### src/rtl/dac_pattern_gen_if.sv
// DAC sample stream: packed multi-channel sample word with a valid/ready handshake.
// The pattern generator drives the master side, the SPI DAC interface the slave side.
interface dac_pattern_gen_if #(
   parameter int NUM_CH = 4,
   parameter int DATA_W = 16
);
   logic [NUM_CH*DATA_W-1:0] dac_data;
   logic                     dac_valid;
   logic                     dac_ready;

   modport master (
      output dac_data,
      output dac_valid,
      input  dac_ready
   );

   modport slave (
      input  dac_data,
      input  dac_valid,
      output dac_ready
   );
endinterface

### src/rtl/dac_pattern_gen.sv
// Multi-channel DAC pattern source. A programmable tick divider paces sample
// generation; each tick produces one waveform value (static, sawtooth,
// triangle, square or mid-scale) which is fanned out to all channels with a
// per-channel offset and offered downstream through valid/ready. Ticks that
// arrive while an unconsumed sample is still pending are dropped and counted.
module dac_pattern_gen #(
   parameter int                 NUM_CH    = 4,
   parameter int                 DATA_W    = 16,
   parameter int                 DIV_W     = 16,
   parameter logic [DATA_W-1:0]  CH_OFFSET = '0
) (
   input  logic                  clk,
   input  logic                  reset,
   input  logic                  en,
   input  logic [2:0]            mode,
   input  logic [DATA_W-1:0]     level,
   input  logic [DATA_W-1:0]     step,
   input  logic [DIV_W-1:0]      div,
   dac_pattern_gen_if.master     dac_if,
   output logic [7:0]            overrun_cnt
);

   // Waveform select codes; 6 and 7 fall through to the zero output.
   localparam logic [2:0] MODE_ZERO   = 3'd0;
   localparam logic [2:0] MODE_LEVEL  = 3'd1;
   localparam logic [2:0] MODE_SAW    = 3'd2;
   localparam logic [2:0] MODE_TRI    = 3'd3;
   localparam logic [2:0] MODE_SQUARE = 3'd4;
   localparam logic [2:0] MODE_MID    = 3'd5;

   localparam logic [DATA_W-1:0] FULL_SCALE = '1;
   localparam logic [DATA_W-1:0] MID_SCALE  = {1'b1, {(DATA_W-1){1'b0}}};

   // Triangle direction; reset and mode changes always restart going up.
   typedef enum logic {
      DIR_UP   = 1'b0,
      DIR_DOWN = 1'b1
   } dir_t;

   // Registered state and its next values
   logic [DIV_W-1:0]   cnt_reg,    cnt_next;
   logic [2:0]         mode_q_reg, mode_q_next;
   logic [DATA_W-1:0]  acc_reg,    acc_next;
   dir_t               dir_reg,    dir_next;
   logic               sq_reg,     sq_next;
   logic               valid_reg,  valid_next;
   logic [7:0]         ovr_reg,    ovr_next;
   logic [DATA_W-1:0]  data_reg [NUM_CH];

   // Per-tick waveform value and the state it would advance to
   logic [DATA_W-1:0]  shape_val;
   logic [DATA_W-1:0]  acc_adv;
   dir_t               dir_adv;
   logic               sq_adv;

   // Control decode
   logic mode_change;
   logic cnt_at_div;
   logic tick;
   logic handshake;
   logic accept;
   logic drop;

   assign mode_change = (mode != mode_q_reg);
   assign cnt_at_div  = (cnt_reg == div);
   // A mode change restarts the period, so it never coincides with a tick.
   assign tick        = en && !mode_change && cnt_at_div;
   assign handshake   = valid_reg && dac_if.dac_ready;
   // The pending sample is either absent or leaving this very cycle.
   assign accept      = tick && (!valid_reg || dac_if.dac_ready);
   assign drop        = tick && valid_reg && !dac_if.dac_ready;

   // Waveform shape for the current accumulator and its advance rule.
   always_comb begin
      shape_val = '0;
      acc_adv   = acc_reg;
      dir_adv   = dir_reg;
      sq_adv    = sq_reg;
      case (mode_q_reg)
         MODE_LEVEL: begin
            shape_val = level;
         end
         MODE_SAW: begin
            shape_val = acc_reg;
            acc_adv   = acc_reg + step;
         end
         MODE_TRI: begin
            shape_val = acc_reg;
            if (dir_reg == DIR_UP) begin
               // Clamp at full scale instead of wrapping, then turn around.
               if (acc_reg > (FULL_SCALE - step)) begin
                  acc_adv = FULL_SCALE;
                  dir_adv = DIR_DOWN;
               end else begin
                  acc_adv = acc_reg + step;
               end
            end else begin
               // Clamp at zero instead of wrapping, then turn around.
               if (acc_reg < step) begin
                  acc_adv = '0;
                  dir_adv = DIR_UP;
               end else begin
                  acc_adv = acc_reg - step;
               end
            end
         end
         MODE_SQUARE: begin
            shape_val = sq_reg ? level : '0;
            sq_adv    = ~sq_reg;
         end
         MODE_MID: begin
            shape_val = MID_SCALE;
         end
         default: begin
            shape_val = '0;
         end
      endcase
   end

   // Next-state for divider, waveform state, handshake and overrun counter.
   always_comb begin
      cnt_next    = cnt_reg;
      mode_q_next = mode_q_reg;
      acc_next    = acc_reg;
      dir_next    = dir_reg;
      sq_next     = sq_reg;
      valid_next  = valid_reg;
      ovr_next    = ovr_reg;

      // Divider: natural wrap at all-ones covers a div lowered below count.
      if (mode_change || !en || cnt_at_div) begin
         cnt_next = '0;
      end else begin
         cnt_next = cnt_reg + 1'b1;
      end

      if (mode_change) begin
         mode_q_next = mode;
         acc_next    = '0;
         dir_next    = DIR_UP;
         sq_next     = 1'b0;
      end else if (accept) begin
         acc_next    = acc_adv;
         dir_next    = dir_adv;
         sq_next     = sq_adv;
      end

      if (accept) begin
         valid_next = 1'b1;
      end else if (handshake) begin
         valid_next = 1'b0;
      end

      if (drop && (ovr_reg != 8'hFF)) begin
         ovr_next = ovr_reg + 8'd1;
      end
   end

   // Control and waveform state registers.
   always_ff @(posedge clk) begin
      if (reset) begin
         cnt_reg    <= '0;
         mode_q_reg <= MODE_ZERO;
         acc_reg    <= '0;
         dir_reg    <= DIR_UP;
         sq_reg     <= 1'b0;
         valid_reg  <= 1'b0;
         ovr_reg    <= 8'd0;
      end else begin
         cnt_reg    <= cnt_next;
         mode_q_reg <= mode_q_next;
         acc_reg    <= acc_next;
         dir_reg    <= dir_next;
         sq_reg     <= sq_next;
         valid_reg  <= valid_next;
         ovr_reg    <= ovr_next;
      end
   end

   // One output lane per channel, each offset by its index times CH_OFFSET.
   generate
      for (genvar gi = 0; gi < NUM_CH; gi++) begin : g_ch
         localparam logic [DATA_W-1:0] CH_ADD = DATA_W'(gi) * CH_OFFSET;

         // Capture the offset sample on every accepted tick.
         always_ff @(posedge clk) begin
            if (reset) begin
               data_reg[gi] <= '0;
            end else if (accept) begin
               data_reg[gi] <= shape_val + CH_ADD;
            end
         end

         assign dac_if.dac_data[gi*DATA_W +: DATA_W] = data_reg[gi];
      end
   endgenerate

   assign dac_if.dac_valid = valid_reg;
   assign overrun_cnt      = ovr_reg;

endmodule

### src/flat_wrapper.sv
// flat-port wrapper written by rule: the top's interface ports become plain ports
module dac_pattern_gen_flat 
#(
   parameter int                 NUM_CH    = 4,
   parameter int                 DATA_W    = 16,
   parameter int                 DIV_W     = 16,
   parameter logic [DATA_W-1:0]  CH_OFFSET = '0
)
  (clk, reset, en, mode, level, step, div, overrun_cnt, dac_if_dac_data, dac_if_dac_valid, dac_if_dac_ready);
  dac_pattern_gen_if #(.NUM_CH(NUM_CH), .DATA_W(DATA_W)) dac_if_i ();
  input  logic clk;
  input  logic reset;
  input  logic en;
  input  logic [2:0] mode;
  input  logic [DATA_W-1:0] level;
  input  logic [DATA_W-1:0] step;
  input  logic [DIV_W-1:0] div;
  output logic [7:0] overrun_cnt;
  output wire logic [$bits(dac_if_i.dac_data)-1:0] dac_if_dac_data;
  output wire logic [$bits(dac_if_i.dac_valid)-1:0] dac_if_dac_valid;
  input wire logic [$bits(dac_if_i.dac_ready)-1:0] dac_if_dac_ready;
  assign dac_if_dac_data = dac_if_i.dac_data;
  assign dac_if_dac_valid = dac_if_i.dac_valid;
  assign dac_if_i.dac_ready = dac_if_dac_ready;
  dac_pattern_gen #(.NUM_CH(NUM_CH), .DATA_W(DATA_W), .DIV_W(DIV_W), .CH_OFFSET(CH_OFFSET)) u_core (.clk(clk), .reset(reset), .en(en), .mode(mode), .level(level), .step(step), .div(div), .dac_if(dac_if_i), .overrun_cnt(overrun_cnt));
endmodule
### config.mk
export PLATFORM = sky130hd
export DESIGN_NAME = dac_pattern_gen_flat
export DESIGN_NICKNAME = d
export VERILOG_FILES = /design/src/rtl/dac_pattern_gen_if.sv /design/src/rtl/dac_pattern_gen.sv /design/src/flat_wrapper.sv
export SDC_FILE = /design/constraint.sdc
export NUM_CORES = 1
export LEC_CHECK = 0
export ABC_AREA = 1
export BUFFER_PORTS_ARGS = -buffer_cell sky130_fd_sc_hd__clkbuf_2
export CAP_MARGIN = 40
export CORE_MARGIN = 2
export CORE_UTILIZATION = 30
export DETAILED_ROUTE_END_ITERATION = 12
export SLEW_MARGIN = 10
export SYNTH_ARGS = -nofsm -noshare
export SYNTH_HDL_FRONTEND = slang
export SYNTH_SLANG_ARGS = --single-unit
export TNS_END_PERCENT = 20
### constraint.sdc
create_clock -name clk -period 2.35 [get_ports clk]
set_clock_uncertainty 0.15 [all_clocks]
set_input_delay 0.3525 -clock clk [delete_from_list [all_inputs] [get_ports clk]]
set_output_delay 0.3525 -clock clk [all_outputs]
set_load 0.01 [all_outputs]
==> impl_metrics.py, run 1 <==
metrics = {
    "setup_path": {
        "path_common_cell": "nand3_1",
        "cp_max_fo": 5,
        "crit_chain": "inv_1 -> ha_2 -> fa_1 -> inv_1 -> nand3_1 -> nand3_1 -> nand2_1 -> nand2_2 -> nand2_4 -> nand2_4 -> nand3_1 -> a21oi_1 -> nand2_1 -> a21oi_1",
        "critPathArrivalTime_ns": 2.34,
        "critPathBufInv": 2,
        "path_class": "reg2reg",
        "path_delay_family": "simple AND/OR/NAND/NOR gates",
        "reg2reg_slack_ns": 0.13,
        "max_stage_delay_ns": 0.35,
        "end_kind": "flip-flop",
        "r2r-start": "u_core.acc_reg[0]",
        "r2r_cells": 14,
        "startpoint_type": "flip-flop",
        "slowest_stage": "fa_1",
        "worstReg2RegEnd": "u_core.acc_reg[14]",
        "crit_required_ns": 2.47,
    },
    "yosys": {
        "synth_top_area_share_pct": 16.2,
        "synth_area_leader_cell": "dfxtp_1",
        "syn_area_mm2": 0.00569,
        "synth_compound_area_share_pct": 10.8,
        "synth_nets": 963,
        "synthCells": 871,
        "synth_fa_ha_area_share_pct": 8.40,
        "synth_area_per_cell_um2": 6.53,
        "synthXorXnorAreaFrac_pct": 4.77,
        "yosys.area_share.simple_pct": 33.8,
        "ys_types": 43,
        "ys_seq_elements": 62,
        "synthTopCellsByArea": "dfxtp_1 (16%), nand2_1 (16%), edfxtp_1 (8.4%)",
        "synth_top_family_by_area": "simple AND/OR/NAND/NOR gates",
        "synthMuxAreaShare_pct": 0,
        "ys_warn_count": 0,
        "ys_seq_area_share_pct": 24.6,
    },
    "pwr": {
        "seq_power_share_pct": 38.7,
        "p_int_uw": 2170,
        "clockPowerShare_pct": 47.3,
        "p_per_area_mw_per_mm2": 404,
        "switching_share_pct": 25.0,
        "leakagePower_uw": 0.00362,
        "p_sw_uw": 723,
        "combPwrFrac_pct": 14.1,
        "vdd_drop_max_v": 0.000310,
    },
    "floorplanning": {
        "fp.coreArea_mm2": 0.0186,
        "start_util_pct": 30.5,
        "ios": 128,
        "fp.dieH_um": 142,
        "die_width_um": 142,
        "fp.dieArea_mm2": 0.0201,
        "row_count": 50,
    },
    "detailed_routing": {
        "drc_errors": 0,
        "viasPerCell": 4.53,
        "vias": 5714,
        "ant_nets": 0,
        "drt_wl_total_um": 16500,
        "wl_per_cell_um": 13.1,
        "dr.pass1.iters": 5,
        "first_iter_violations": 377,
    },
    "timing": {
        "slew_violations": 0,
        "timing.fmax_ghz": 0.450,
        "setup_viol": 0,
        "fin_crit_sh_pct": 94.6,
        "layout_setup_ws_ns": 0.127,
        "slew_headroom_pct": 57.3,
        "tightest_slew_ns": 0.638,
        "fin_crit_ns": 2.22,
        "grt_setup_unrepaired": "yes",
        "hold_viol_final": 0,
    },
    "placed_design": {
        "gp_congestion": 0.931,
        "place_area_mm2": 0.00671,
        "dp_slack_ns": -0.164,
        "place_inst": 1240,
        "io_buffer_count": 127,
        "hpwlAfterDp_um": 13500,
    },
    "finish": {
        "area_delta_synth_final_pct": 25.7,
        "antennaDiodeCount": 0,
        "n_fill_cell": 2022,
        "finalInstanceArea_mm2": 0.00715,
        "final_cells": 1260,
        "fin_nets": 1113,
        "drive_gt1_share_pct": 28.4,
    },
    "min_path": {
        "worstHoldStart": "mode[1]",
        "min_to": "u_core.mode_q_reg[1]",
        "hold_path_class": "in2reg",
        "hold_depth": 3,
    },
    "cts": {
        "cts_buffers": 9,
        "tritoncts": "done",
        "clkTransAtPathRegs_ns": 0.06,
        "holdBufCountCts": 0,
        "cts_root_buf": "clkbuf_16",
        "clk_path_buf_depth": 2,
        "clock_latency_ns": 0.33,
        "cts.sinks": 62,
        "htreeDepth": 3,
    },
    "global_routing": {
        "overflow": 0,
        "antenna_found_initial": 0,
        "grt_max_degree": 19,
        "grt_pass1_wl_um": 25900,
        "first_global_vias": 5053,
        "grt_use_total_pct": 16.3,
    },
    "run_status": {
        "status": "finished, final reports clean",
    },
    "flow_run": {
        "drv_cap": 0,
    },
}
==> worst max path at each step <==
stage	start	cells past startpoint	to	slack [ns]
CTS	u_core.acc_reg[10]	10	u_core.dir_reg	0.0002
finish	u_core.acc_reg[0]	14	u_core.acc_reg[14]	0.13
floorplan	u_core.acc_reg[0]	15	u_core.acc_reg[2]	0.14
global placement	step[0]	14	u_core.acc_reg[14]	-0.1
global route	u_core.acc_reg[3]	11	u_core.acc_reg[9]	-0.01
detailed placement	step[0]	14	u_core.acc_reg[14]	-0.16
==> area by class of cell <==
type / instances / area [µm²] / area share [%]
Clock buffer: 12 / 256 / 3.59
Timing Repair Buffer: 210 / 1270 / 17.8
Clock inverter: 4 / 53.8 / 0.752
Sequential cell: 62 / 1410 / 19.7
Inverter: 125 / 470 / 6.58
Tap cell: 234 / 293 / 4.09
Multi-Input combinational cell: 613 / 3400 / 47.6
==> layer usage <==
layer  part of all wire (%)  global-route usage (%)  up-vias
met2                     42                    24.2      167
met3                    6.4                    2.80       19
met5                      0                       0        -
met1                     50                    24.0     2524
li1                       -                       -     3004
met4                    1.5                    5.21        0
==> tightest hold or removal path, delay by kind of cell <==
family	cells	cell delay (ns)
buffers and inverters	2	0.14
AND/OR/NAND/NOR	1	0.03
==> cell families after synthesis <==
family          Yosys count
simple gates            435
compound gates          108
flops                    62
xor+xnor                 31
buf+inv                 198
fa+ha+maj                37
==> cell usage in the layout (no fill, tap or decap), drive strengths merged <==
cell type  synthesis  routed
nand4              8       8
or2                4       4
nand3             55      55
o22ai              1       1
buf               67      83
a21oi             57      57
nor3              12      12
clkinv             3       5
nor3b              3       3
dfxtp             46      46
a221oi             1       1
clkbuf             6     139
edfxtp            16      16
ha                35      35
o21ai             25      25
inv              122     123
nand2            240     242
xor2              17      17
xnor2             14      14
nor4               1       1
and2               1       1
a22oi             15      15
a31oi              2       2
o21bai             5       5
o211ai             2       2
nand3b             7       7
fa                 2       2
bufinv             0       1
nor2             104     104
==> power groups by stage <==
stage               Sequential, µW  Combinational [µW]  Clock (µW)
global placement              1140                 398           0
CTS                           1120                 401        1410
finish                        1120                 406        1370
global route                  1120                 450        1460
floorplan                     1140                 238           0
detailed placement            1140                 399           0
==> cells in the mapped netlist (all sizes together) <==
library cell and number:
edfxtp 16, nand3b 7, fa 2, o21bai 5, a221oi 1, o21ai 25
nand2 240, or2 4, a21oi 57, a31oi 2, o211ai 2, xor2 17
clkbuf 6, buf 67, ha 35, dfxtp 46, o22ai 1, nor4 1
clkinv 3, nor2 104, a22oi 15, nor3 12, nand3 55, xnor2 14
nand4 8, and2 1, inv 122, nor3b 3
==> what timing repair did <==
item,in CTS,in global routing
cloned,1,1
endpoints found under the hold margin,0,0
setup buffers,0,2
gates resized for setup,3,30
endpoints found under the setup margin,14,17
pin swaps,1,2
==> metrics by stage <==
stage	setup TNS, ns	utilization, %	power (µW)	hold WS, ns
finish	0	38.4	2890	0.0807
global route	-0.0262	38.4	3030	0.0746
CTS	0	37.7	2930	0.0665
detailed placement	-1.49	36.0	1540	0.321
global placement	-0.648	36.0	1540	0.318
floorplan	0	-	1380	0.295
(Power assumes the default switching activity.)
==> run 2: changes to the inputs <==
--- a/config.mk
+++ b/config.mk
@@ -9,8 +9,9 @@
 export BUFFER_PORTS_ARGS = -buffer_cell sky130_fd_sc_hd__clkbuf_2
 export CAP_MARGIN = 40
 export CORE_MARGIN = 2
-export CORE_UTILIZATION = 30
+export CORE_UTILIZATION = 45
 export DETAILED_ROUTE_END_ITERATION = 12
+export PLACE_DENSITY = 0.68
 export SLEW_MARGIN = 10
 export SYNTH_ARGS = -nofsm -noshare
 export SYNTH_HDL_FRONTEND = slang
==> constraint.sdc (replaced) <==
create_clock -name clk -period 2.3 [get_ports clk]
set_clock_uncertainty 0.15 [all_clocks]
set_input_delay 0.345 -clock clk [delete_from_list [all_inputs] [get_ports clk]]
set_output_delay 0.345 -clock clk [all_outputs]
set_load 0.01 [all_outputs]
==> run 2 against run 1 <==
  * Cell count decreased by 2.5%
  * First-iteration DRC count increased by 25%
  * Sequential cell count unchanged
  * Final area increased by 2.9%
  * Clock power about the same
  * Sequential share of layout area decreased by 0.56 points
  * Die area decreased by 32%
  * Setup slack got worse by 0.085 ns
  * Combinational power increased by 8.6%
  * Critical path type unchanged
  * Largest power group unchanged
==> impl_metrics.py, run 2 (synthesis results as in run 1) <==
metrics = {
    "run_status": {
        "status": "finished, final reports clean",
    },
    "detailed_routing": {
        "dr.pass1.iters": 5,
        "drt_wl_total_um": 15700,
        "viasPerCell": 4.80,
        "first_iter_violations": 472,
        "wl_per_cell_um": 12.7,
        "drc_errors": 0,
        "vias": 5896,
        "ant_nets": 0,
    },
    "pwr": {
        "finalPower_uw": 2940,
        "p_sw_uw": 775,
        "p_per_area_mw_per_mm2": 400,
        "vdd_drop_max_v": 0.000314,
        "leakagePower_uw": 0.00375,
        "combPwrFrac_pct": 15.0,
        "p_int_uw": 2170,
        "switching_share_pct": 26.4,
        "seq_power_share_pct": 38.8,
        "clockPowerShare_pct": 46.2,
    },
    "finish": {
        "most-common-layout-cells": "nand2_1 (231), clkbuf_2 (127), inv_1 (119)",
        "multi_input_area_mm2": 0.00342,
        "finalInstanceArea_mm2": 0.00736,
        "drive_gt1_share_pct": 31.4,
        "antennaDiodeCount": 0,
        "fin_nets": 1144,
        "n_fill_cell": 1202,
        "layout_commonest_cell": "nand2_1",
        "seq_area_mm2": 0.00141,
        "area_delta_synth_final_pct": 29.3,
    },
    "setup_path": {
        "path_delay_family": "simple AND/OR/NAND/NOR gates",
        "cp-startpoint": "u_core.acc_reg[0]",
        "end_kind": "flip-flop",
        "r2r-start": "u_core.acc_reg[0]",
        "r2r_cells": 11,
        "path_class": "reg2reg",
        "max_stage_delay_ns": 0.36,
        "crit_cells": 11,
        "reg2reg_slack_ns": 0.04,
        "startpoint_type": "flip-flop",
        "worstReg2RegEnd": "u_core.acc_reg[6]",
        "critPathBufInv": 3,
        "critPathArrivalTime_ns": 2.31,
        "cp_max_fo": 3,
        "crit_chain": "buf_4 -> ha_1 -> inv_1 -> fa_2 -> nand3b_1 -> nand3b_1 -> buf_4 -> xor2_1 -> nand3_1 -> nand2_1 -> a21oi_2",
        "crit_required_ns": 2.36,
        "crit_end": "u_core.acc_reg[6]",
        "slowest_stage": "fa_2",
    },
    "floorplanning": {
        "start_util_pct": 45.6,
        "row_count": 41,
        "die_width_um": 116,
        "fp.coreArea_mm2": 0.0125,
        "fp.dieArea_mm2": 0.0136,
        "ios": 128,
        "fp.dieH_um": 116,
    },
    "flow_run": {
        "drv_cap": 0,
    },
    "min_path": {
        "hold_path_class": "in2reg",
        "worstHoldStart": "mode[1]",
    },
    "global_routing": {
        "grt_pass1_wl_um": 25400,
        "first_global_vias": 5352,
        "overflow": 0,
        "grt_max_degree": 22,
        "grt_use_total_pct": 23.9,
        "antenna_found_initial": 0,
    },
    "timing": {
        "setup_viol": 0,
        "fin_crit_sh_pct": 98.2,
        "slew_violations": 0,
        "setup_tns_ns": 0,
        "fin_crit_ns": 2.26,
        "hold_viol_final": 0,
        "timing.fmax_ghz": 0.443,
        "slew_headroom_pct": 57.7,
        "layout_setup_ws_ns": 0.0421,
        "tightest_slew_ns": 0.631,
    },
    "placed_design": {
        "place_area_mm2": 0.00687,
        "hpwlAfterDp_um": 12600,
        "io_buffer_count": 127,
        "dp_slack_ns": -0.174,
        "gp_congestion": 0.996,
    },
    "cts": {
        "cts_buffers": 9,
        "clkTransAtPathRegs_ns": 0.05,
        "htreeDepth": 3,
        "tritoncts": "done",
        "holdBufCountCts": 0,
        "cts_root_buf": "clkbuf_16",
        "clock_latency_ns": 0.34,
        "cts.sinks": 62,
        "clk_path_buf_depth": 2,
    },
}
==> run 2: cell types whose count changed in the layout (fill, tap and decap cells not counted), sizes merged <==
| cell | previous run | this run |
|---|---|---|
| clkinvlp | 0 | 1 |
| clkinv | 5 | 6 |
| clkbuf | 139 | 138 |
| nand2 | 242 | 240 |
| bufinv | 1 | 0 |
| buf | 83 | 116 |
==> run 2: area by class of cell <==
class / instances / share of cell area, %
clock buffers: 11 / 3.59
clock inverters: 5 / 0.527
inverters: 125 / 6.40
multi-input cells: 611 / 46.5
flip-flops and latches: 62 / 19.1
well taps: 172 / 2.93
repair buffers: 243 / 20.9
==> run 2: layer usage <==
| layer | GRT usage, % | vias to the layer above | wire length [µm] |
|---|---|---|---|
| li1 | - | 3071 | - |
| met3 | 4.51 | 27 | 1160 |
| met1 | 32.0 | 2603 | 7180 |
| met2 | 38.7 | 195 | 6960 |
| met5 | 0 | - | 0 |
| met4 | 7.78 | 0 | 359 |
==> run 2: worst min-delay path by stage <==
stage | to | slack, ns | depth (start not counted)
4_1_cts | u_core.mode_q_reg[1] | 0.08 | 3
2_1_floorplan | u_core.sq_reg | 0.30 | 2
3_5_place_dp | u_core.sq_reg | 0.32 | 2
3_3_place_gp | u_core.sq_reg | 0.31 | 2
5_1_grt | u_core.mode_q_reg[1] | 0.1 | 3
6_report | u_core.mode_q_reg[1] | 0.09 | 3
==> run 2: power by group through the flow <==
stage / Sequential (µW) / Combinational (µW) / Clock, µW
after floorplan: 1170 / 243 / 0
after global placement: 1170 / 423 / 0
after detailed placement: 1170 / 424 / 0
after CTS: 1140 / 428 / 1370
after global routing: 1150 / 492 / 1420
final: 1140 / 441 / 1360
==> run 2: worst min-delay path: cells and delay by family <==
family / cells / cell delay, ns
and+or+nand+nor: 1 / 0.03
buffers and inverters: 2 / 0.15
==> run 2: per-stage QoR <==
stage,std cells,utilization [%],hold slack (ns)
after floorplan,871,-,0.295
after global placement,1208,55.1,0.312
after detailed placement,1208,55.1,0.316
after CTS,1227,57.8,0.0838
after global routing,1229,59.0,0.100
final,1229,59.0,0.0859
==> run 2: timing repair <==
| item | CTS | global route |
|---|---|---|
| setup buffers | 3 | 2 |
| pin swaps | 1 | 7 |
| setup endpoints to repair | 6 | 18 |
| resized for setup | 3 | 41 |
==> run 3: changes to the inputs <==
==> constraint.sdc (replaced) <==
create_clock -name clk -period 2.12 [get_ports clk]
set_clock_uncertainty 0.15 [all_clocks]
set_input_delay 0.318 -clock clk [delete_from_list [all_inputs] [get_ports clk]]
set_output_delay 0.318 -clock clk [all_outputs]
set_load 0.01 [all_outputs]
==> run 3 against run 2 <==
  * The run now ends with setup timing left
  * Clock power is 5% higher
  * Sequential share of layout area shrank 0.97 points
  * Combinational power is 16% higher
  * Highest routed layer unchanged
  * Largest cell class unchanged
==> impl_metrics.py, run 3 (synthesis results as in run 1) <==
metrics = {
    "placed_design": {
        "hpwlAfterDp_um": 12900,
        "gp_congestion": 0.960,
        "place_inst": 1234,
        "io_buffer_count": 127,
    },
    "run_status": {
        "status": "finished, violations left",
        "failed_checks": "setup timing",
    },
    "detailed_routing": {
        "vias": 6103,
        "dr.pass1.iters": 5,
        "ant_nets": 0,
        "drc_errors": 0,
        "first_iter_violations": 461,
        "wl_per_cell_um": 13.3,
        "viasPerCell": 4.86,
        "drt_wl_total_um": 16700,
    },
    "floorplanning": {
        "fp.coreArea_mm2": 0.0125,
        "fp.dieArea_mm2": 0.0136,
        "start_util_pct": 45.6,
        "row_count": 41,
        "die_width_um": 116,
        "ios": 128,
        "fp.dieH_um": 116,
    },
    "cts": {
        "cts.sinks": 62,
        "cts_buffers": 9,
        "clk_path_buf_depth": 2,
        "clkTransAtPathRegs_ns": 0.06,
        "tritoncts": "done",
        "htreeDepth": 3,
        "cts_root_buf": "clkbuf_16",
        "clock_latency_ns": 0.34,
    },
    "min_path": {
        "min_to": "u_core.mode_q_reg[1]",
        "hold_path_class": "in2reg",
        "hold_depth": 3,
        "worstHoldStart": "mode[1]",
    },
    "timing": {
        "timing.fmax_ghz": 0.442,
        "fin_crit_sh_pct": 107,
        "grt_setup_unrepaired": "yes",
        "hold_slack_ns": 0.0632,
        "setup_viol": 13,
        "tightest_slew_ns": 0.646,
        "slew_headroom_pct": 56.8,
        "layout_setup_ws_ns": -0.145,
        "slew_violations": 0,
        "fin_crit_ns": 2.27,
        "hold_viol_final": 0,
    },
    "finish": {
        "area_delta_synth_final_pct": 36.7,
        "fin_util_pct": 62.4,
        "n_fill_cell": 1145,
        "fin_nets": 1172,
        "layout_commonest_cell": "nand2_1",
        "drive_gt1_share_pct": 36.9,
        "antennaDiodeCount": 0,
        "final_cells": 1257,
        "most-common-layout-cells": "nand2_1 (225), buf_4 (139), clkbuf_2 (127)",
    },
    "global_routing": {
        "grt_max_degree": 22,
        "overflow": 0,
        "grt_use_total_pct": 24.7,
        "first_global_vias": 5703,
        "antenna_found_initial": 0,
        "grt_pass1_wl_um": 26400,
    },
    "pwr": {
        "p_per_area_mw_per_mm2": 409,
        "vdd_drop_max_v": 0.000327,
        "leakagePower_uw": 0.00394,
    },
    "setup_path": {
        "crit_required_ns": 2.24,
        "slowest_stage": "fa_2",
        "max_stage_delay_ns": 0.38,
        "cp_max_fo": 8,
        "startpoint_type": "flip-flop",
        "reg2reg_slack_ns": -0.15,
        "worstReg2RegEnd": "u_core.acc_reg[6]",
        "critPathArrivalTime_ns": 2.38,
        "path_common_cell": "nand2_4",
        "r2r_cells": 15,
        "path_class": "reg2reg",
        "r2r-start": "u_core.acc_reg[0]",
        "crit_chain": "inv_2 -> ha_4 -> fa_2 -> inv_2 -> nand3_2 -> nand3_4 -> nand2_4 -> nand2_4 -> nand2_4 -> nand2_8 -> buf_8 -> a21oi_2 -> nor2_1 -> nand2_1 -> a21oi_2",
        "end_kind": "flip-flop",
    },
    "flow_run": {
        "drv_cap": 0,
    },
}
run 3: changes by cell type in the layout (fill, tap and decap cells not counted), moves of 5 or more:
cell	before	now
buf_4	112	139
a21oi_1	48	38
a21oi_2	9	19
ha_4	4	11
nand3_1	51	44
ha_1	28	22
nand2_1	231	225
nand3_2	4	9
run 3: worst max-delay path, delay by kind of cell (launching register included):
family                     cells  cell delay [ns]
AOI/OAI and AO/OA              2             0.18
adders and majority gates      2             0.54
buffers and inverters          3             0.27
DFF                            1             0.34
and+or+nand+nor                8             0.72
run 3: layer usage:
metal | track usage [%] | vias up | routed length, µm
li1 | - | 3124 | -
met1 | 33.4 | 2723 | 7570
met2 | 41.2 | 228 | 7740
met3 | 3.11 | 28 | 1030
met4 | 8.02 | 0 | 340
met5 | 0 | - | 0
run 3: area by class of cell:
cell class	count	area [µm²]	share of cell area, %
multi-input combinational	611	3640	46.9
timing repair buffer	271	1750	22.5
sequential	62	1410	18.1
inverter	125	473	6.08
clock buffer	11	254	3.27
tap	172	215	2.77
clock inverter	5	31.3	0.402
run 3: how the worst max path moves through the flow:
stage / cells past startpoint / startpoint / endpoint / slack (ns)
floorplan: 15 / u_core.acc_reg[0] / u_core.acc_reg[2] / 0.009
global placement: 12 / step[1] / u_core.acc_reg[5] / -0.21
detailed placement: 15 / step[0] / u_core.acc_reg[5] / -0.28
CTS: 10 / u_core.acc_reg[4] / u_core.acc_reg[9] / -0.03
global route: 11 / u_core.acc_reg[0] / u_core.acc_reg[6] / -0.24
finish: 15 / u_core.acc_reg[0] / u_core.acc_reg[6] / -0.15
run 3: report_power, final:
part,switching (µW),total (µW),internal [µW]
registers,13.6,1240,1230
logic,271,513,242
clock network,569,1430,860
run 3: repair_timing:
action | 4_1_cts | 5_1_grt
hold buffers | 0 | 0
pin swaps | 1 | 23
endpoints found under the setup margin | 16 | 36
resized for setup | 25 | 67
setup buffers | 2 | 6
cloned | 0 | 0
run 3: per-stage QoR:
stage	power [µW]	area, µm²	setup WS [ns]	setup TNS [ns]
after detailed placement	1740	7060	-0.282	-3.87
after global placement	1740	7060	-0.211	-2.71
after CTS	3160	7460	-0.0254	-0.0329
after global routing	3310	7780	-0.238	-2.61
after floorplan	1530	5700	0.00940	0
final	3180	7780	-0.145	-0.780
